**config.mk**
```make
export PLATFORM = sky130hd
export DESIGN_NAME = mod_counter_chain
export DESIGN_NICKNAME = d
export VERILOG_FILES = /design/src/rtl/mod_counter_chain.sv
export SDC_FILE = /design/constraint.sdc
export NUM_CORES = 1
export LEC_CHECK = 0
export BUFFER_PORTS_ARGS = -buffer_cell sky130_fd_sc_hd__buf_2
export CAP_MARGIN = 20
export CORE_ASPECT_RATIO = 2
export CORE_MARGIN = 1.5
export CORE_UTILIZATION = 55
export DETAILED_ROUTE_END_ITERATION = 8
export PLACE_DENSITY = 0.8
export SETUP_SLACK_MARGIN = 0.1
export SYNTH_ARGS = -nofsm -noshare
export SYNTH_HDL_FRONTEND = slang
export SYNTH_SLANG_ARGS = --single-unit
```
**constraint.sdc**
```tcl
create_clock -name clk -period 4.1 [get_ports clk]
set_clock_uncertainty 0.15 [all_clocks]
set_input_delay 0.41 -clock clk [delete_from_list [all_inputs] [get_ports clk]]
set_output_delay 0.41 -clock clk [all_outputs]
set_load 0.02 [all_outputs]
```
**src/rtl/mod_counter_chain.sv**
```systemverilog
// Modulo-N up/down time-base counter with clamped preset load, cascade carry
// and registered BCD digits for the display mux.
module mod_counter_chain #(
  parameter int MODULUS   = 60,
  parameter int WIDTH     = 7,
  parameter int RESET_VAL = 0
) (
  input  logic             clk,
  input  logic             reset_n,
  input  logic             en,
  input  logic             up,
  input  logic             load,
  input  logic [WIDTH-1:0] load_val,
  output logic [WIDTH-1:0] count,
  output logic [3:0]       bcd_tens,
  output logic [3:0]       bcd_ones,
  output logic             tc,
  output logic             carry,
  output logic             load_err
);

  // Digit arithmetic runs at least 8 bits wide so the constant 10 never truncates
  // for small WIDTH values.
  localparam int               EW        = (WIDTH > 8) ? WIDTH : 8;
  localparam logic [WIDTH:0]   MOD_EXT   = (WIDTH+1)'(MODULUS);
  localparam logic [WIDTH-1:0] MAX_VAL   = WIDTH'(MODULUS - 1);
  localparam logic [WIDTH-1:0] RST_COUNT = WIDTH'(RESET_VAL);
  localparam logic [3:0]       RST_TENS  = 4'(RESET_VAL / 10);
  localparam logic [3:0]       RST_ONES  = 4'(RESET_VAL % 10);

  if (MODULUS < 2 || MODULUS > 100) begin : g_bad_modulus
    $error("mod_counter_chain: MODULUS=%0d outside 2..100", MODULUS);
  end
  if (MODULUS > 2**WIDTH) begin : g_bad_width
    $error("mod_counter_chain: MODULUS=%0d does not fit WIDTH=%0d", MODULUS, WIDTH);
  end
  if (RESET_VAL < 0 || RESET_VAL >= MODULUS) begin : g_bad_reset_val
    $error("mod_counter_chain: RESET_VAL=%0d outside 0..MODULUS-1", RESET_VAL);
  end

  logic             load_oor;
  logic [WIDTH-1:0] load_clamped;
  logic             at_max;
  logic             at_zero;
  logic [WIDTH-1:0] next_count;
  logic [EW-1:0]    next_ext;
  logic [3:0]       next_tens;
  logic [3:0]       next_ones;

  assign load_oor     = {1'b0, load_val} >= MOD_EXT;
  assign load_clamped = load_oor ? MAX_VAL : load_val;
  assign at_max       = (count == MAX_VAL);
  assign at_zero      = (count == '0);

  assign tc    = up ? at_max : at_zero;
  // Carry fires in the cycle whose edge wraps this stage, so the next stage
  // steps on that same edge.
  assign carry = en & tc & ~load & reset_n;

  // NOTE: next_count gets a default before any branch so this block can never
  // infer a latch when neither load nor en is asserted.
  always_comb begin
    next_count = count;
    if (load) begin
      next_count = load_clamped;
    end else if (en) begin
      if (up) next_count = at_max  ? '0      : count + WIDTH'(1);
      else    next_count = at_zero ? MAX_VAL : count - WIDTH'(1);
    end
  end

  // Digits come from the next value so they land on the same edge as count.
  assign next_ext  = EW'(next_count);
  assign next_tens = 4'(next_ext / EW'(10));
  assign next_ones = 4'(next_ext % EW'(10));

  // NOTE: state registers use non-blocking assignments so every register
  // samples pre-edge values, regardless of statement order.
  always_ff @(posedge clk) begin
    if (!reset_n) begin
      count    <= RST_COUNT;
      bcd_tens <= RST_TENS;
      bcd_ones <= RST_ONES;
      load_err <= 1'b0;
    end else begin
      count    <= next_count;
      bcd_tens <= next_tens;
      bcd_ones <= next_ones;
      if (load) load_err <= load_oor;
    end
  end

endmodule

```
### Word-level counts from Yosys, hierarchy flattened

Index checks and enable logic that the tools add are counted.

| cells by class | value |
|---|---|
| eq/ne operators | 1 |
| reduce and logical (&&, ||, !) cells | 1 |
| div/mod/pow operators | 2 |
| bitwise operators | 4 |
| multiplexer cells | 7 |
| add/subtract/negate cells | 2 |
| $lt $le $gt $ge | 1 |

Operators with widths:

| cell | count |
|---|---|
| 2-to-1 mux 7 bit | 6 |
| divider 7 x 4 -> 8 bit (second input constant) | 1 |
| modulo 7 x 4 -> 8 bit (second input constant) | 1 |
| adder 7 x 1 -> 7 bit (second input constant) | 1 |
| == test 7 x 6 -> 1 bit (second input constant) | 1 |
| greater-or-equal comparator 7 x 6 -> 1 bit (second input constant) | 1 |
| logical NOT 7 bit | 1 |
| subtractor 7 x 1 -> 7 bit (second input constant) | 1 |
| bitwise AND 1 bit | 3 |
| 2-to-1 mux 1 bit | 1 |
| inverter 1 bit | 1 |

| storage, ports and cells | value |
|---|---|
| word-level logic and storage cells | 22 |
| flip-flop bits (word level) | 16 |

### Logic depth before layout (Yosys ltp)

| logic depth | value |
|---|---|
| depth in word-level cells | 6 |
| gate-level depth with buffers | 19 |
| mapped depth without buffers | 19 |

### Least setup slack after synthesis

Ideal clock, no wire load.

| timing path | value |
|---|---|
| path kind | register -> register |
| start point | register count[0] |
| end point | register bcd_ones[2] |
| library setup time | 0.079 ns |
| data arrival time | 3.675 ns |
| stages on the path, launching flop included | 19 |
| data required time | 3.871 ns |
| slack | 0.196 ns |
| clock period less this slack | 3.904 ns |
| path through | dfxtp_1 > inv_1 > ha_1 > nor3b_1 > xor2_1 > or3_1 > a31oi_2 > nand2_1 > o221ai_1 > inv_1 > ha_1 > nand2_1 > nor2_1 > o22a_2 > clkinv_1 > ha_1 > nor3_1 > o211ai_1 > o211ai_1 |

| on the way | value |
|---|---|
| longest elaborated chain between the ends | 6 |

RTL lines:

| item | line | RTL |
|---|---|---|
| start, declared | 14 | `output logic [WIDTH-1:0] count,` |
| start signal, assigned | 86 | `count <= next_count;` |
| subtractor 7 x 1 -> 7 bit, or another cell as far along | 68 | `else next_count = at_zero ? MAX_VAL : count - WIDTH'(1);` |
| 2-to-1 mux 7 bit (on tied branches) | 68, 67 |  |
| 2-to-1 mux 7 bit | 67 | `if (up) next_count = at_max ? '0 : count + WIDTH'(1);` |
| 2-to-1 mux 7 bit * | 66 | `end else if (en) begin` |
| 2-to-1 mux 7 bit * | 64 | `if (load) begin` |
| modulo 7 x 4 -> 8 bit * | 75 | `assign next_ones = 4'(next_ext % EW'(10));` |
| end signal, assigned | 88 | `bcd_ones <= next_ones;` |
| end, declared | 16 | `output logic [3:0] bcd_ones,` |

Mark *: on every way between the ends. The rest lies on a longest branch, timed or not.
A chain may end at the register's enable or synchronous reset.

### Final worst setup path

| timing path | value |
|---|---|
| start point | register count[1] |
| end point | register bcd_ones[2] |

The elaborated chain is that of the path after synthesis.

==> results.py <==
metrics = {
    "synth": {
        "ys_types": 61,
        "syn-cell-area_um2": 1440,
        "async_flop_share_pct": 0,
        "yosys-top-cells-area": "dfxtp_1 21%, ha_1 5.2%, nor2_1 4.2%",
        "syn_area_per_cell_um2": 7.93,
        "ys_warn_count": 0,
        "synth_cells": 182,
        "synth_nets": 200,
        "synth-seq-area-share_pct": 20.8,
        "yosysTopAreaCell": "dfxtp_1",
        "synth_top_area_share_pct": 20.8,
        "synth_edf_count": 0,
        "synth_ff_type": "dfxtp_1",
        "synth-seq-cells": 15,
    },
    "final_layout": {
        "drive_gt1_share_pct": 32.7,
        "design_area_um2": 1740,
        "fin_cells": 242,
        "layout_commonest_cell": "buf_2",
        "n_antenna_cell": 0,
        "multi_input_area_um2": 1080,
        "utilization_pct": 69.6,
        "area_growth_pct": 20.9,
        "fin_nets": 233,
        "seq_area_um2": 310,
        "num-fill-cells": 195,
        "final_cell_mix": "29 x buf_2, 15 x nor2_1, 12 x inv_1, 11 x nand2_1, 11 x dfxtp_1",
    },
    "floorplanning": {
        "fp-row-count": 26,
        "die_y_um": 75.4,
        "die_w_um": 39.2,
        "initial_core_util_pct": 57.6,
        "io_pins": 30,
        "core_area_um2": 2500,
        "die_area_um2": 2960,
    },
    "detailed_routing": {
        "first_iter_violations": 81,
        "wl_per_cell_um": 19.1,
        "dr.pass1.iters": 4,
        "vias": 1665,
        "wl_um": 4630,
        "antenna_left": 0,
        "via_per_inst": 6.88,
        "drc": 0,
    },
    "grt": {
        "grt_use_total_pct": 31.3,
        "overflow": 0,
        "grt_max_degree": 16,
        "grt_pass1_wl_um": 6560,
        "antenna_found_initial": 0,
        "grt_pass1_vias": 1568,
    },
    "sta": {
        "tightest_slew_ns": 0.627,
        "tns_ns": 0,
        "max_freq_ghz": 0.257,
        "fin_ws_ns": 0.206,
        "setup_viol": 0,
        "maxSlewHeadroom_pct": 58.2,
        "drv_slew": 0,
        "min_period_over_period_pct": 95.0,
        "fin_crit_ns": 3.89,
        "hold_viol": 0,
        "rsz0062_at_grt": "no",
        "holdWs_ns": 0.351,
    },
    "cts": {
        "cts.htree.levels": 1,
        "clock_latency_ns": 0.26,
        "cts_buffer_depth": 2,
        "cts.sinks": 15,
        "numCtsBuffers": 3,
        "cts-root-buf": "clkbuf_8",
        "path_clk_slew_ns": 0.06,
        "cts_tree": "done",
    },
    "flow_run": {
        "drv_cap": 0,
    },
    "critical_path": {
        "reg2reg_from": "count[1]$_SDFF_PN0_",
        "crit_arrival_ns": 3.92,
        "cp_max_fo": 7,
        "crit_path_end_kind": "register",
        "worstRegToRegCells": 19,
        "startpoint_type": "register",
        "worst_r2r_endpoint": "bcd_ones[2]$_SDFF_PN0_",
        "worst-r2r-setup-slack_ns": 0.21,
        "crit_type": "reg -> reg",
        "crit_required_ns": 4.13,
    },
    "placed_design": {
        "dpl.hpwl_um": 3480,
        "placed_cells": 233,
        "dpl_worst_slack_ns": -0.0909,
        "placed_area_um2": 1600,
        "gp_congestion": 0.931,
        "port-buffer-count": 29,
    },
    "pwr": {
        "irDropWorstVdd_v": 0.000279,
        "p_leak_nw": 0.771,
        "p_total_uw": 599,
        "power.density_nw_per_um2": 343,
    },
    "worst_hold_path": {
        "min_path_type": "in -> reg",
        "hold_start": "reset_n",
        "whs_path_depth": 2,
        "holdPathEnd": "count[0]$_SDFF_PN0_",
    },
    "outcome": {
        "status": "finished, final reports clean",
    },
}
[state kept, by name (all words and copies together), names as in the netlist]
name	cells
load_err	1
bcd_tens	4
count	7
bcd_ones	3
[worst max-delay path, cell delays in order (launching register included)]
cell and delay, ns:
dfxtp_4 0.39, inv_1 0.07, ha_1 0.24, nand2b_1 0.19, nor3_2 0.09, o41a_1 0.44, a22o_4 0.31, nor2_4 0.15
a21oi_1 0.09, o221ai_1 0.20, inv_1 0.10, ha_1 0.21, nand2_1 0.08, nor2_2 0.07, o22a_2 0.27, inv_2 0.07
ha_1 0.25, nor3_2 0.19, o211ai_1 0.12, o211ai_1 0.12
[cell usage after synthesis (6+ instances only)]
| master | count |
|---|---|
| nand2_1 | 11 |
| nor2_1 | 16 |
| o21ai_0 | 8 |
| dfxtp_1 | 15 |
| inv_1 | 12 |
| nor3_1 | 7 |
| o211ai_1 | 7 |
| ha_1 | 6 |
| a21oi_1 | 7 |
[worst max-delay path by stage]
stage / from / endpoint / slack (ns) / cells after the start
after floorplan: count[0]$_SDFF_PN0_ / bcd_ones[2]$_SDFF_PN0_ / 0.20 / 18
after global placement: count[0]$_SDFF_PN0_ / bcd_ones[2]$_SDFF_PN0_ / 0.23 / 18
after detailed placement: count[0]$_SDFF_PN0_ / bcd_ones[2]$_SDFF_PN0_ / -0.09 / 17
after CTS: count[2]$_SDFF_PN0_ / bcd_ones[2]$_SDFF_PN0_ / 0.13 / 18
after global routing: count[0]$_SDFF_PN0_ / bcd_ones[2]$_SDFF_PN0_ / 0.09 / 19
final: count[1]$_SDFF_PN0_ / bcd_ones[2]$_SDFF_PN0_ / 0.21 / 19
[where the power goes]
part	internal [mW]	switching, mW
Combinational	0.115	0.177
Clock	0.0676	0.0586
Sequential	0.166	0.0143
[cell type report]
type                       instances  share of cell area (%)
clock inverter                     1                   0.287
clock buffer                       3                    2.37
timing repair buffer              39                    12.6
inverter                          13                    2.80
multi-input combinational        143                    62.1
tap                               28                    2.01
sequential                        15                    17.8
[layer usage]
layer / up-vias / wire [µm] / GRT usage (%)
li1: 764 / - / -
met1: 808 / 1600 / 27.7
met2: 67 / 2600 / 59.4
met3: 26 / 179 / 3.21
met4: 0 / 255 / 23.4
met5: - / 0 / 0
[timing repair]
| item | CTS | global route |
|---|---|---|
| hold buffers | 0 | 0 |
| gates resized for setup | 4 | 12 |
| endpoints found under the setup margin | 3 | 3 |
| pin swaps | 0 | 4 |
| buffers inserted | 0 | 5 |
[cells by family after synthesis]
kind of cell    after synthesis  synth area share [%]
flops                        15                  20.8
mux                           1                 0.781
compound gates               68                  38.9
buf+inv                      24                  7.89
xor+xnor                      3                  1.82
fa+ha+maj                     6                  5.20
simple gates                 65                  24.6
No activity file was read; power rests on OpenSTA's default activity.
